[src/rtl/dmem_req_queue.sv]
// Data-memory request queue: buffers core load/store requests in a circular FIFO
// and issues them one at a time to memory through a three-state handshake FSM.
module dmem_req_queue #(
  parameter int DATA_W = 32,
  parameter int ADDR_W = 12,
  parameter int DEPTH  = 4
) (
  input  logic                       clk,
  input  logic                       n_reset,
  input  logic                       req_valid,
  output logic                       req_ready,
  input  logic                       req_wen,
  input  logic                       req_byte,
  input  logic [ADDR_W-1:0]          req_addr,
  input  logic [DATA_W-1:0]          req_wdata,
  output logic                       resp_valid,
  output logic [DATA_W-1:0]          resp_rdata,
  output logic                       mem_valid_o,
  output logic                       mem_wen_o,
  output logic                       mem_byte_o,
  output logic [ADDR_W-1:0]          mem_addr_o,
  output logic [DATA_W-1:0]          mem_wdata_o,
  input  logic                       mem_yumi_i,
  input  logic                       mem_valid_i,
  input  logic [DATA_W-1:0]          mem_rdata_i,
  output logic                       mem_yumi_o,
  output logic [$clog2(DEPTH):0]     count,
  output logic                       err
);

  localparam int PW = $clog2(DEPTH);
  localparam int CW = PW + 1;
  localparam logic [CW-1:0] FULL_COUNT = CW'(DEPTH);

  typedef enum logic [1:0] {
    DMEM_IDLE      = 2'd0,
    DMEM_REQ_SENT  = 2'd1,
    DMEM_REQ_ACKED = 2'd2
  } dmemState_e;

  dmemState_e stateR, stateS;

  logic              wenMem   [DEPTH];
  logic              byteMem  [DEPTH];
  logic [ADDR_W-1:0] addrMem  [DEPTH];
  logic [DATA_W-1:0] wdataMem [DEPTH];

  logic [PW-1:0]     wrPtrR, rdPtrR;
  logic [CW-1:0]     countR;
  logic              errR;
  logic              postRstR;
  logic              ldByteR;
  logic              respValidR;
  logic [DATA_W-1:0] respRdataR;

  logic pushS, popS, sentS, captureS;

  assign req_ready = n_reset && (countR != FULL_COUNT);
  assign pushS     = req_valid && req_ready;
  assign sentS     = n_reset && (stateR == DMEM_REQ_SENT);
  assign popS      = sentS && mem_yumi_i;
  assign captureS  = n_reset && (stateR == DMEM_REQ_ACKED) && mem_valid_i;

  assign mem_valid_o = sentS;
  assign mem_yumi_o  = captureS;
  // Command fields read as zero whenever no command is presented.
  assign mem_wen_o   = sentS ? wenMem[rdPtrR]   : 1'b0;
  assign mem_byte_o  = sentS ? byteMem[rdPtrR]  : 1'b0;
  assign mem_addr_o  = sentS ? addrMem[rdPtrR]  : {ADDR_W{1'b0}};
  assign mem_wdata_o = sentS ? wdataMem[rdPtrR] : {DATA_W{1'b0}};

  assign count      = countR;
  assign err        = errR;
  assign resp_valid = respValidR;
  assign resp_rdata = respRdataR;

  // FIFO storage; a reset flushes entries through the pointers, not the data.
  always_ff @(posedge clk) begin
    if (pushS) begin
      wenMem[wrPtrR]   <= req_wen;
      byteMem[wrPtrR]  <= req_byte;
      addrMem[wrPtrR]  <= req_addr;
      wdataMem[wrPtrR] <= req_wdata;
    end
  end

  // Pointers and occupancy count.
  always_ff @(posedge clk) begin
    if (!n_reset) begin
      wrPtrR <= {PW{1'b0}};
      rdPtrR <= {PW{1'b0}};
      countR <= {CW{1'b0}};
    end else begin
      if (pushS) wrPtrR <= wrPtrR + PW'(1);
      if (popS)  rdPtrR <= rdPtrR + PW'(1);
      case ({pushS, popS})
        2'b10:   countR <= countR + CW'(1);
        2'b01:   countR <= countR - CW'(1);
        default: countR <= countR;
      endcase
    end
  end

  // FSM state register.
  always_ff @(posedge clk) begin
    if (!n_reset) stateR <= DMEM_IDLE;
    else          stateR <= stateS;
  end

  // FSM next-state logic.
  always_comb begin
    stateS = stateR;
    case (stateR)
      DMEM_IDLE: begin
        if (countR != {CW{1'b0}}) stateS = DMEM_REQ_SENT;
        else                      stateS = DMEM_IDLE;
      end
      DMEM_REQ_SENT: begin
        if (mem_yumi_i) stateS = wenMem[rdPtrR] ? DMEM_IDLE : DMEM_REQ_ACKED;
        else            stateS = DMEM_REQ_SENT;
      end
      DMEM_REQ_ACKED: begin
        if (mem_valid_i) stateS = DMEM_IDLE;
        else             stateS = DMEM_REQ_ACKED;
      end
      default: stateS = DMEM_IDLE;
    endcase
  end

  // Load response path: remember the access size at issue, zero-extend bytes at capture.
  always_ff @(posedge clk) begin
    if (!n_reset) begin
      ldByteR    <= 1'b0;
      respValidR <= 1'b0;
      respRdataR <= {DATA_W{1'b0}};
    end else begin
      if (popS) ldByteR <= byteMem[rdPtrR];
      respValidR <= captureS;
      if (captureS) begin
        if (ldByteR) respRdataR <= {{(DATA_W-8){1'b0}}, mem_rdata_i[7:0]};
        else         respRdataR <= mem_rdata_i;
      end
    end
  end

  // Sticky error on stray read data; a late response on the first edge after reset is forgiven.
  always_ff @(posedge clk) begin
    if (!n_reset) begin
      errR     <= 1'b0;
      postRstR <= 1'b1;
    end else begin
      postRstR <= 1'b0;
      if (mem_valid_i && (stateR != DMEM_REQ_ACKED) && !postRstR) errR <= 1'b1;
    end
  end

endmodule

[config.mk]
export PLATFORM = sky130hd
export DESIGN_NAME = dmem_req_queue
export DESIGN_NICKNAME = d
export VERILOG_FILES = /design/src/rtl/dmem_req_queue.sv
export SDC_FILE = /design/constraint.sdc
export NUM_CORES = 1
export LEC_CHECK = 0
export CELL_PAD_IN_SITES_DETAIL_PLACEMENT = 0
export CELL_PAD_IN_SITES_GLOBAL_PLACEMENT = 1
export CORE_ASPECT_RATIO = 0.5
export CORE_UTILIZATION = 47
export CTS_BUF_LIST = sky130_fd_sc_hd__clkbuf_16
export CTS_CLUSTER_SIZE = 24
export DETAILED_ROUTE_END_ITERATION = 16
export GPL_TIMING_DRIVEN = 0
export PLACE_DENSITY = 0.95
export RECOVER_POWER = 50
export SYNTH_ARGS = -nofsm -noshare
export SYNTH_HDL_FRONTEND = slang
export SYNTH_SLANG_ARGS = --single-unit
export TNS_END_PERCENT = 50
[constraint.sdc]
create_clock -name clk -period 4.7 [get_ports clk]
set_input_delay 0.94 -clock clk [delete_from_list [all_inputs] [get_ports clk]]
set_output_delay 0.94 -clock clk [all_outputs]
set_load 0.05 [all_outputs]
==> impl_results.md, run 1 <==
* Status: complete, but fails checks
* Failing checks: max-capacitance violations, max-slew violations
* Top post-synthesis cells by count: 184 x edfxtp_1, 47 x dfxtp_1, 47 x nor2b_1
* Clk buf depth at 3
* Setup CP Type: in -> out
* WP data required at 3.76 ns
* First drt pass iteration count at 4
* Top-area cell type share of the netlist area at 63.9%
* Vias in the first global route at 4911
* PortBufs at 167
* Startpoint types: primary input
* Initial antenna violation count at 2
* Initial core utilization at 48.9%
* Chip Width at 194 µm
* Max cap viols at 1
* Mean post-synth cell area at 19.0 µm²
* First-pass GRT wire length at ~27000 µm
* H-tree levels at 1
* Final Max Tran Viols at 24
* Non-Filler Instances at ~900
* Power Dens Cells at 385 nW/µm²
* Crit. End Element: primary output
* Fin. Hold Viols at 0
* Placed instance area at 10700 µm²
* Cts hold-fix bufs at 0
* Chip height at between 90 and 100 µm
* Critical Path Sink: mem_yumi_o
* WL final at between 15000 and 20000 µm
* Sw Ratio at 23.0%
* Area leader, netlist: edfxtp_1
* Worst r2r dst: wdataMem[2][2]$_DFFE_PP_
* DRT antenna net count at 0
* Crit Reg-Reg Startpoint: count[0]$_SDFFE_PN0P_
* Worst-path fanout max at 10
* Fraction of layout instances using a drive strength above 1 at 13.4%
* Routed WL per cell at approximately 19 µm
* Seq cells post-synth at 231
* Predominant post-synthesis flop cell: edfxtp_1
* Fmax at 239 MHz
* R2R depth at 4
* Net Count, Synth at 544
* Power share of the sequential group at 53.0%
* Combinational share of power at approximately 12%
* CTS Buf Count at 20
* Clk network pwr share at 35.4%
* # setup viols final at 0
* Worst-Skew Late Latency at 0.49 ns
* Iteration-0 DRC count of the detailed router at 169
* Least-Margin Pin Slew at roughly 1.9 ns
* Peak VDD IR at 289 µV
* Total GRT Usage at 18.0%
* NumNets Final at 737
* DRC at 0
* Psw at about 0.001 W
* Warnings, synthesis at 0
* I/O Pins at 169
* Post_cts resized at 0
* Hold crit path type: reg -> reg
* HPWL after DPL at 11000 µm
* Largest net degree at the start of global routing at 28
* Core region area at 17700 µm²
* Sink Count at around 230
* TritonCTS clock tree: built
* Std-Cell Rows at 34
* Sequential cell area at 6470 µm²
* Fill cell count at 1244
* Hold slack at around 0.46 ns
* Netlist Area Pre-Place at 8650 µm²
* Internal at 0.00335 W
* Most common cell in the netlist: edfxtp_1
* CTS clk-pin slew, worst paths at 0.07 ns
* GRT Residual Overflow at 0
* CTS root buf: clkbuf_16
* CP startpoint: mem_valid_i
* Tcrit/Tclk final at between 80% and 90%
* Async SR Flop Fraction at 0%
* EDFF count, synth at 184
* Setup TNS at 0 ns
* Vias per cell at 5.22
* Final Cell Area at 11300 µm²
* Gpl congestion at 0.708
* Sequential area share after synthesis at 74.7%
* Gate Count Post-Synth at 455
* Worst reg-to-reg setup slack at between 1 and 1.5 ns
* Leak at 3.69 nW
* Postcts setup bufs at 0
* Worst EP arrival at 3.25 ns
* Final min period at approximately 4.2 ns
* Synth area leaders: edfxtp_1 64%, mux4_2 12%, dfxtp_1 11%, nor2b_1 3.4%, a22o_1 2.4%
* Max Clock Skew at roughly 0.01 ns
* Area grow syn2layout at 30.4%
* Vias at roughly 4.7k
* DIE AREA at 19000 µm²
* Final Total Pwr at 0.00434 W
* Multi-input combinational cell area at 1990 µm²
* Placed cell count at 860
* RSZ-0062 raised after global routing: false
* Post-synth cell types at 32
* Relative slew slack at -26.0%
[cells in the final DEF (no fill, tap or decap), drive strengths merged, types with 2 or more instances in the layout]
master | synthesis | routed
edfxtp | 184 | 184
mux4 | 46 | 46
dfxtp | 47 | 47
nand3b | 2 | 2
dlygate4sd3 | 0 | 48
xor2 | 3 | 3
clkdlybuf4s50 | 0 | 119
a21oi | 4 | 4
buf | 13 | 12
diode | 0 | 2
a22o | 24 | 24
and4b | 2 | 2
nor2 | 7 | 7
clkbuf | 12 | 39
mux2i | 2 | 2
and2 | 4 | 4
nor2b | 48 | 48
inv | 11 | 16
clkinv | 0 | 9
nand2 | 20 | 20
ha | 5 | 5
o21ai | 10 | 10
[worst min-delay path by stage]
stage	from	to	slack, ns	depth (start not counted)
global route	resp_rdata[1]$_SDFFE_PN0P_	resp_rdata[1]$_SDFFE_PN0P_	0.49	2
detailed placement	resp_rdata[1]$_SDFFE_PN0P_	resp_rdata[1]$_SDFFE_PN0P_	0.45	2
CTS	resp_rdata[1]$_SDFFE_PN0P_	resp_rdata[1]$_SDFFE_PN0P_	0.46	2
floorplan	stateR[1]$_SDFF_PN0_	stateR[0]$_SDFF_PN0_	0.47	1
finish	resp_rdata[2]$_SDFFE_PN0P_	resp_rdata[2]$_SDFFE_PN0P_	0.46	2
global placement	resp_rdata[7]$_SDFFE_PN0P_	resp_rdata[7]$_SDFFE_PN0P_	0.45	2
[power groups by stage]
stage                     combinational [W]  sequential [W]  clock (W)
final                              0.000504         0.00230    0.00154
after detailed placement           0.000521         0.00235          0
after global routing               0.000538         0.00231    0.00166
after global placement             0.000502         0.00235          0
after floorplan                    0.000291         0.00236          0
after CTS                          0.000522         0.00230    0.00158
[cell families after synthesis]
group                      synth area share (%)
and+or+nand+nor                            5.86
buffers and inverters                      2.15
adders and majority gates                 0.955
muxes                                      12.2
xor gates and xnor gates                  0.405
DFF                                        74.7
AOI/OAI and AO/OA                          3.67
[registers in the layout, indices dropped and copies added, names as in the netlist, 2 cells and up, named ones only]
name,cells
wdataMem,128
resp_rdata,32
count,3
byteMem,4
wrPtrR,2
addrMem,48
rdPtrR,2
stateR,2
wenMem,4
[per-layer routing]
metal,GRT usage (%),vias to the layer above,wire length (µm)
met5,0,-,0
met3,3.42,21,779
met4,4.70,0,348
met1,23.8,2383,7320
li1,-,2163,-
met2,30.9,122,8310
[cell type report]
type,instances,area share [%]
clock inverter,14,0.521
timing repair buffer,171,15.7
buffer,25,1.01
tap,234,2.59
sequential,231,57.3
inverter,11,0.366
multi-input combinational,188,17.6
clock buffer,22,4.88
antenna,2,0.0444
[through the flow]
stage                     util (%)  setup slack (ns)
after floorplan                  -              1.45
after CTS                     64.0             0.629
after global routing          63.8             0.372
after detailed placement      60.5             0.633
after global placement        60.0             0.438
final                         63.8             0.513
[critical path, stage by stage]
cell	delay [ns]
dlygate4sd3_1	0.60
and4b_1	0.20
clkbuf_1	0.28
clkbuf_1	0.34
clkdlybuf4s50_1	0.87
(Power assumes the default switching activity.)
==> inputs of run 2 (changes only) <==
--- a/config.mk
+++ b/config.mk
@@ -8,12 +8,12 @@
 export CELL_PAD_IN_SITES_DETAIL_PLACEMENT = 0
 export CELL_PAD_IN_SITES_GLOBAL_PLACEMENT = 1
 export CORE_ASPECT_RATIO = 0.5
-export CORE_UTILIZATION = 47
+export CORE_UTILIZATION = 44
 export CTS_BUF_LIST = sky130_fd_sc_hd__clkbuf_16
 export CTS_CLUSTER_SIZE = 24
 export DETAILED_ROUTE_END_ITERATION = 16
 export GPL_TIMING_DRIVEN = 0
-export PLACE_DENSITY = 0.95
+export PLACE_DENSITY = 0.91
 export RECOVER_POWER = 50
 export SYNTH_ARGS = -nofsm -noshare
 export SYNTH_HDL_FRONTEND = slang
==> constraint.sdc (replaced) <==
create_clock -name clk -period 4.6 [get_ports clk]
set_input_delay 0.92 -clock clk [delete_from_list [all_inputs] [get_ports clk]]
set_output_delay 0.92 -clock clk [all_outputs]
set_load 0.05 [all_outputs]
==> run 2 against run 1 <==
The run still ends with max-capacitance violations, max-slew violations left. Final cell count up 2.8%. Utilization down 3.8 points. Via count down 0.94%. Global-route usage down 0.74 points. First-iteration DRC count up 60%. Combinational power up 3%. Critical path depth up 1. Critical path type unchanged.
==> impl_results.md, run 2 (synthesis gave the netlist of run 1 again) <==
* Area grow syn2layout at 30.5%
* Total GRT Usage at 17.2%
* RSZ-0062 raised after global routing: false
* Final WS setup at 0.552 ns
* Placed instance area at roughly 11000 µm²
* Initial core utilization at between 40% and 50%
* Pre-CTS WS at between 0.6 and 0.7 ns
* CTS root buf: clkbuf_16
* Max Clock Skew at roughly 0.013 ns
* First drt pass iteration count at 4
* Core region area at approximately 19000 µm²
* GRT Residual Overflow at 0
* Hold crit path type: reg -> reg
* Most common cell after layout, fill and taps aside: edfxtp_1
* Initial antenna violation count at 2
* Tcrit/Tclk final at between 80% and 90%
* Crit. End Element: primary output
* CP startpoint: n_reset
* NumNets Final at ~740
* Final Cell Area at 11300 µm²
* Sink Count at 231
* Crit Reg-Reg Startpoint: count[0]$_SDFFE_PN0P_
* CTS clk-pin slew, worst paths at about 0.060 ns
* Postcts setup bufs at 0
* Final Max Tran Viols at 37
* Post_cts resized at 0
* Relative slew slack at -8.16%
* Setup CP Type: in -> out
* HPWL after DPL at about 11000 µm
* I/O Pins at 169
* Std-Cell Rows at 35
* Fmax at 247 MHz
* Failing checks: max-capacitance violations, max-slew violations
* Largest net degree at the start of global routing at 30
* Routed WL per cell at 18.8 µm
* Chip Width at 200 µm
* Clk buf depth at 3
* H-tree levels at 1
* Least-Margin Pin Slew at 1.62 ns
* WP data required at 3.68 ns
* Vias in the first global route at 4764
* Worst-path fanout max at 10
* Worst-Skew Late Latency at 0.50 ns
* Iteration-0 DRC count of the detailed router at ~270
* Max cap viols at 2
* CTS Buf Count at 21
* DIE AREA at 20300 µm²
* # setup viols final at 0
* Startpoint types: primary input
* Peak VDD IR at roughly 210 µV
* Fraction of layout instances using a drive strength above 1 at 13.7%
* WL final at 17400 µm
* Leak at 3.68 nW
* TritonCTS clock tree: built
* Chip height at 101 µm
* DRT antenna net count at 0
* Final Total Pwr at 0.00443 W
* Worst EP arrival at 3.13 ns
* Setup TNS at 0 ns
* DRC at 0
* Power Dens Cells at roughly 400 nW/µm²
* Max FFs per register at about 130
* Vias at approximately 4.6k
* Largest register by flop count: wdataMem
* First-pass GRT wire length at 26900 µm
* Vias per cell at 5.03
* Cts hold-fix bufs at 0
* Status: complete, but fails checks
* Fin. Hold Viols at 0
* Final min period at roughly 4.0 ns
* Hold path start: resp_rdata[1]$_SDFFE_PN0P_
* Gpl congestion at about 0.78
* Commonest cells after routing, fill and taps aside: 184 x edfxtp_1, 119 x clkdlybuf4s50_1, 48 x nor2b_1, 48 x dlygate4sd3_1, 47 x dfxtp_1
* PortBufs at approximately 170
run 2: changes by cell type in the layout (fill, tap and decap cells not counted), sizes merged:
cell / before / now
buf: 12 / 13
clkbuf: 39 / 37
inv: 16 / 17
run 2: final cells by class:
cell class	instances	area, µm²
well taps	259	324
diodes	2	5.00
flip-flops and latches	231	6470
fillers	1400	7540
clock inverters	15	68.8
clock buffers	21	526
plain buffers	25	121
multi-input cells	188	1990
inverters	11	41.3
repair buffers	171	1750
run 2: routing by layer:
metal	track usage, %	wire [µm]
met1	22.9	7700
met2	29.1	8590
met3	3.76	750
met4	4.93	306
met5	0	0
run 2: worst paths after layout:
kind	endpoint	cells past startpoint	slack, ns
worst max-delay path	mem_wdata_o[16]	6	0.55
worst min-delay path	resp_rdata[1]$_SDFFE_PN0P_	2	0.46
worst max register to register	wdataMem[1][9]$_DFFE_PP_	4	1.39
worst min register to register	resp_rdata[1]$_SDFFE_PN0P_	2	0.46
run 2: through the flow:
stage | std cells | utilization, % | hold slack, ns
floorplan | 455 | - | 0.466
global placement | 881 | 56.5 | 0.446
detailed placement | 885 | 57.0 | 0.455
CTS | 921 | 60.1 | 0.466
global route | 922 | 60.0 | 0.487
finish | 923 | 60.0 | 0.461
run 2: report_power, final:
| part | leakage, nW | total (W) | switching (W) | internal, W |
|---|---|---|---|---|
| Combinational | 1.31 | 0.000517 | 0.000288 | 0.000230 |
| Clock | 0.316 | 0.00156 | 0.000726 | 0.000831 |
| Sequential | 2.05 | 0.00235 | 0.0000246 | 0.00233 |
| Total | 3.68 | 0.00443 | 0.00104 | 0.00339 |
run 2: critical path, cell delays in order:
cell and delay [ns]:
clkbuf_1 0.28, nand3b_1 0.17, clkbuf_1 0.30, clkbuf_1 0.36, nor2b_1 0.26, clkdlybuf4s50_1 0.84
==> inputs of run 3 (changes only) <==
--- a/config.mk
+++ b/config.mk
@@ -9,7 +9,6 @@
 export CELL_PAD_IN_SITES_GLOBAL_PLACEMENT = 1
 export CORE_ASPECT_RATIO = 0.5
 export CORE_UTILIZATION = 44
-export CTS_BUF_LIST = sky130_fd_sc_hd__clkbuf_16
 export CTS_CLUSTER_SIZE = 24
 export DETAILED_ROUTE_END_ITERATION = 16
 export GPL_TIMING_DRIVEN = 0
==> run 3 against run 2 <==
The run still ends with max-capacitance violations, max-slew violations left. First-iteration DRC count decreased by 17%. Non-clock buffer count unchanged. Critical path depth unchanged. Die area unchanged. Utilization increased by 0.17 points. Combinational power about the same. Setup slack got worse by 0.0063 ns. Routed wire length increased by 0.28%. Register-to-register slack improved by 0.02 ns. Clock-buffer cell count increased by 6. Clock skew about the same. Via count increased by 0.13%. Critical path type unchanged. Critical endpoint unchanged. Largest cell class unchanged. Largest power group unchanged. Highest routed layer unchanged.
==> impl_results.md, run 3 (synthesis gave the netlist of run 1 again) <==
* Iteration-0 DRC count of the detailed router at 224
* Fin. Hold Viols at 0
* Postcts setup bufs at 0
* Fill cell count at around 1.4k
* Power Dens Cells at approximately 400 nW/µm²
* Final Util at 60.1%
* Relative slew slack at -6.50%
* Crit. End Element: primary output
* CTS clk-pin slew, worst paths at 0.06 ns
* Worst reg-to-reg setup slack at 1.41 ns
* HPWL after DPL at 11400 µm
* Vias per cell at 5.04
* RSZ-0062 raised after global routing: false
* Cts hold-fix bufs at 0
* Vias at 4651
* Leak at between 3 and 4 nW
* Hold crit path type: reg -> reg
* Most common cell after layout, fill and taps aside: edfxtp_1
* Initial antenna violation count at 2
* Peak VDD IR at between 200 and 250 µV
* Final Max Tran Viols at 37
* Hold slack at 0.461 ns
* Area grow syn2layout at 30.9%
* GRT Residual Overflow at 0
* TritonCTS clock tree: built
* Setup CP Type: in -> out
* Largest register by flop count: wdataMem
* Fmax at 247 MHz
* Chip Width at 200 µm
* PortBufs at about 170
* DRC at 0
* Post_cts resized at 0
* GRT met2 Usage at between 20% and 30%
* Worst-Skew Late Latency at 0.50 ns
* Commonest cells after routing, fill and taps aside: 184 x edfxtp_1, 119 x clkdlybuf4s50_1, 48 x nor2b_1, 48 x dlygate4sd3_1, 47 x dfxtp_1
* Worst-path fanout max at 10
* I/O Pins at 169
* Clk buf depth at 3
* Pre-CTS WS at about 0.60 ns
* DRT antenna net count at 0
* Std-Cell Rows at 35
* Multi-input combinational cell area at 1990 µm²
* Max cap viols at 2
* Worst EP arrival at 3.13 ns
* CTS root buf: clkbuf_16
* WL final at 17400 µm
* Least-Margin Pin Slew at 1.60 ns
* Max FFs per register at 128
* Routed WL per cell at 18.9 µm
* Initial core utilization at 45.9%
* Sink Count at 231
* Setup TNS at 0 ns
* Max Clock Skew at approximately 0.013 ns
* Gpl congestion at 0.777
* Vias in the first global route at 4777
* First-pass GRT wire length at 26900 µm
* # setup viols final at 0
* Final WS setup at 0.546 ns
* Final Total Pwr at between 0.004 and 0.005 W
* First drt pass iteration count at 4
* GRT met3 Usage at 3.80%
* WP data required at 3.68 ns
* Final min period at 4.05 ns
* NumNets Final at 738
* Startpoint types: primary input
* CTS Buf Count at 21
* Met1 Resource Use GR at 22.9%
* Core region area at 18800 µm²
* Fraction of layout instances using a drive strength above 1 at 14.0%
* Sequential cell area at 6470 µm²
* H-tree levels at 1
* Failing checks: max-capacitance violations, max-slew violations
* Gr busiest metal: met2
* Total GRT Usage at 17.3%
* DIE AREA at 20300 µm²
* Status: complete, but fails checks
* Largest net degree at the start of global routing at 30
* Chip height at 101 µm
* Tcrit/Tclk final at 88.1%
==> run 3: worst paths after layout <==
check / from / to / cells past startpoint
worst max register to register: count[0]$_SDFFE_PN0P_ / wdataMem[1][9]$_DFFE_PP_ / 4
worst min register to register: resp_rdata[1]$_SDFFE_PN0P_ / resp_rdata[1]$_SDFFE_PN0P_ / 2
worst max-delay path: n_reset / mem_wdata_o[16] / 6
worst min-delay path: resp_rdata[1]$_SDFFE_PN0P_ / resp_rdata[1]$_SDFFE_PN0P_ / 2
==> run 3: power by group <==
part           internal, W  total, W  leakage (nW)  switching, W
registers          0.00233   0.00235          2.05     0.0000246
clock network     0.000889   0.00162         0.318      0.000728
logic             0.000230  0.000517          1.31      0.000287
total              0.00345   0.00449          3.68       0.00104
==> run 3: routing by layer <==
| layer | vias to the layer above | share of wire (%) |
|---|---|---|
| met5 | - | 0 |
| met4 | 0 | 1.9 |
| met3 | 24 | 4.3 |
| met2 | 118 | 50 |
| met1 | 2351 | 44 |
| li1 | 2158 | - |
==> run 3: stage by stage <==
| step | cells | cell area [µm²] |
|---|---|---|
| 2_1_floorplan | 455 | 8650 |
| 3_3_place_gp | 881 | 10600 |
| 3_5_place_dp | 885 | 10700 |
| 4_1_cts | 921 | 11400 |
| 5_1_grt | 922 | 11300 |
| 6_report | 923 | 11300 |
==> run 3: layout make-up <==
class	instances	share of cell area (%)
well taps	259	2.86
clock inverters	9	0.409
repair buffers	171	15.5
clock buffers	27	5.12
flip-flops and latches	231	57.1
inverters	11	0.365
multi-input cells	188	17.6
diodes	2	0.0442
plain buffers	25	1.07
==> run 3: critical path, stage by stage <==
cell and delay (ns):
clkbuf_1 0.18, nand3b_1 0.17, clkbuf_1 0.45, clkbuf_1 0.52, nor2b_1 0.15, clkdlybuf4s50_1 0.74
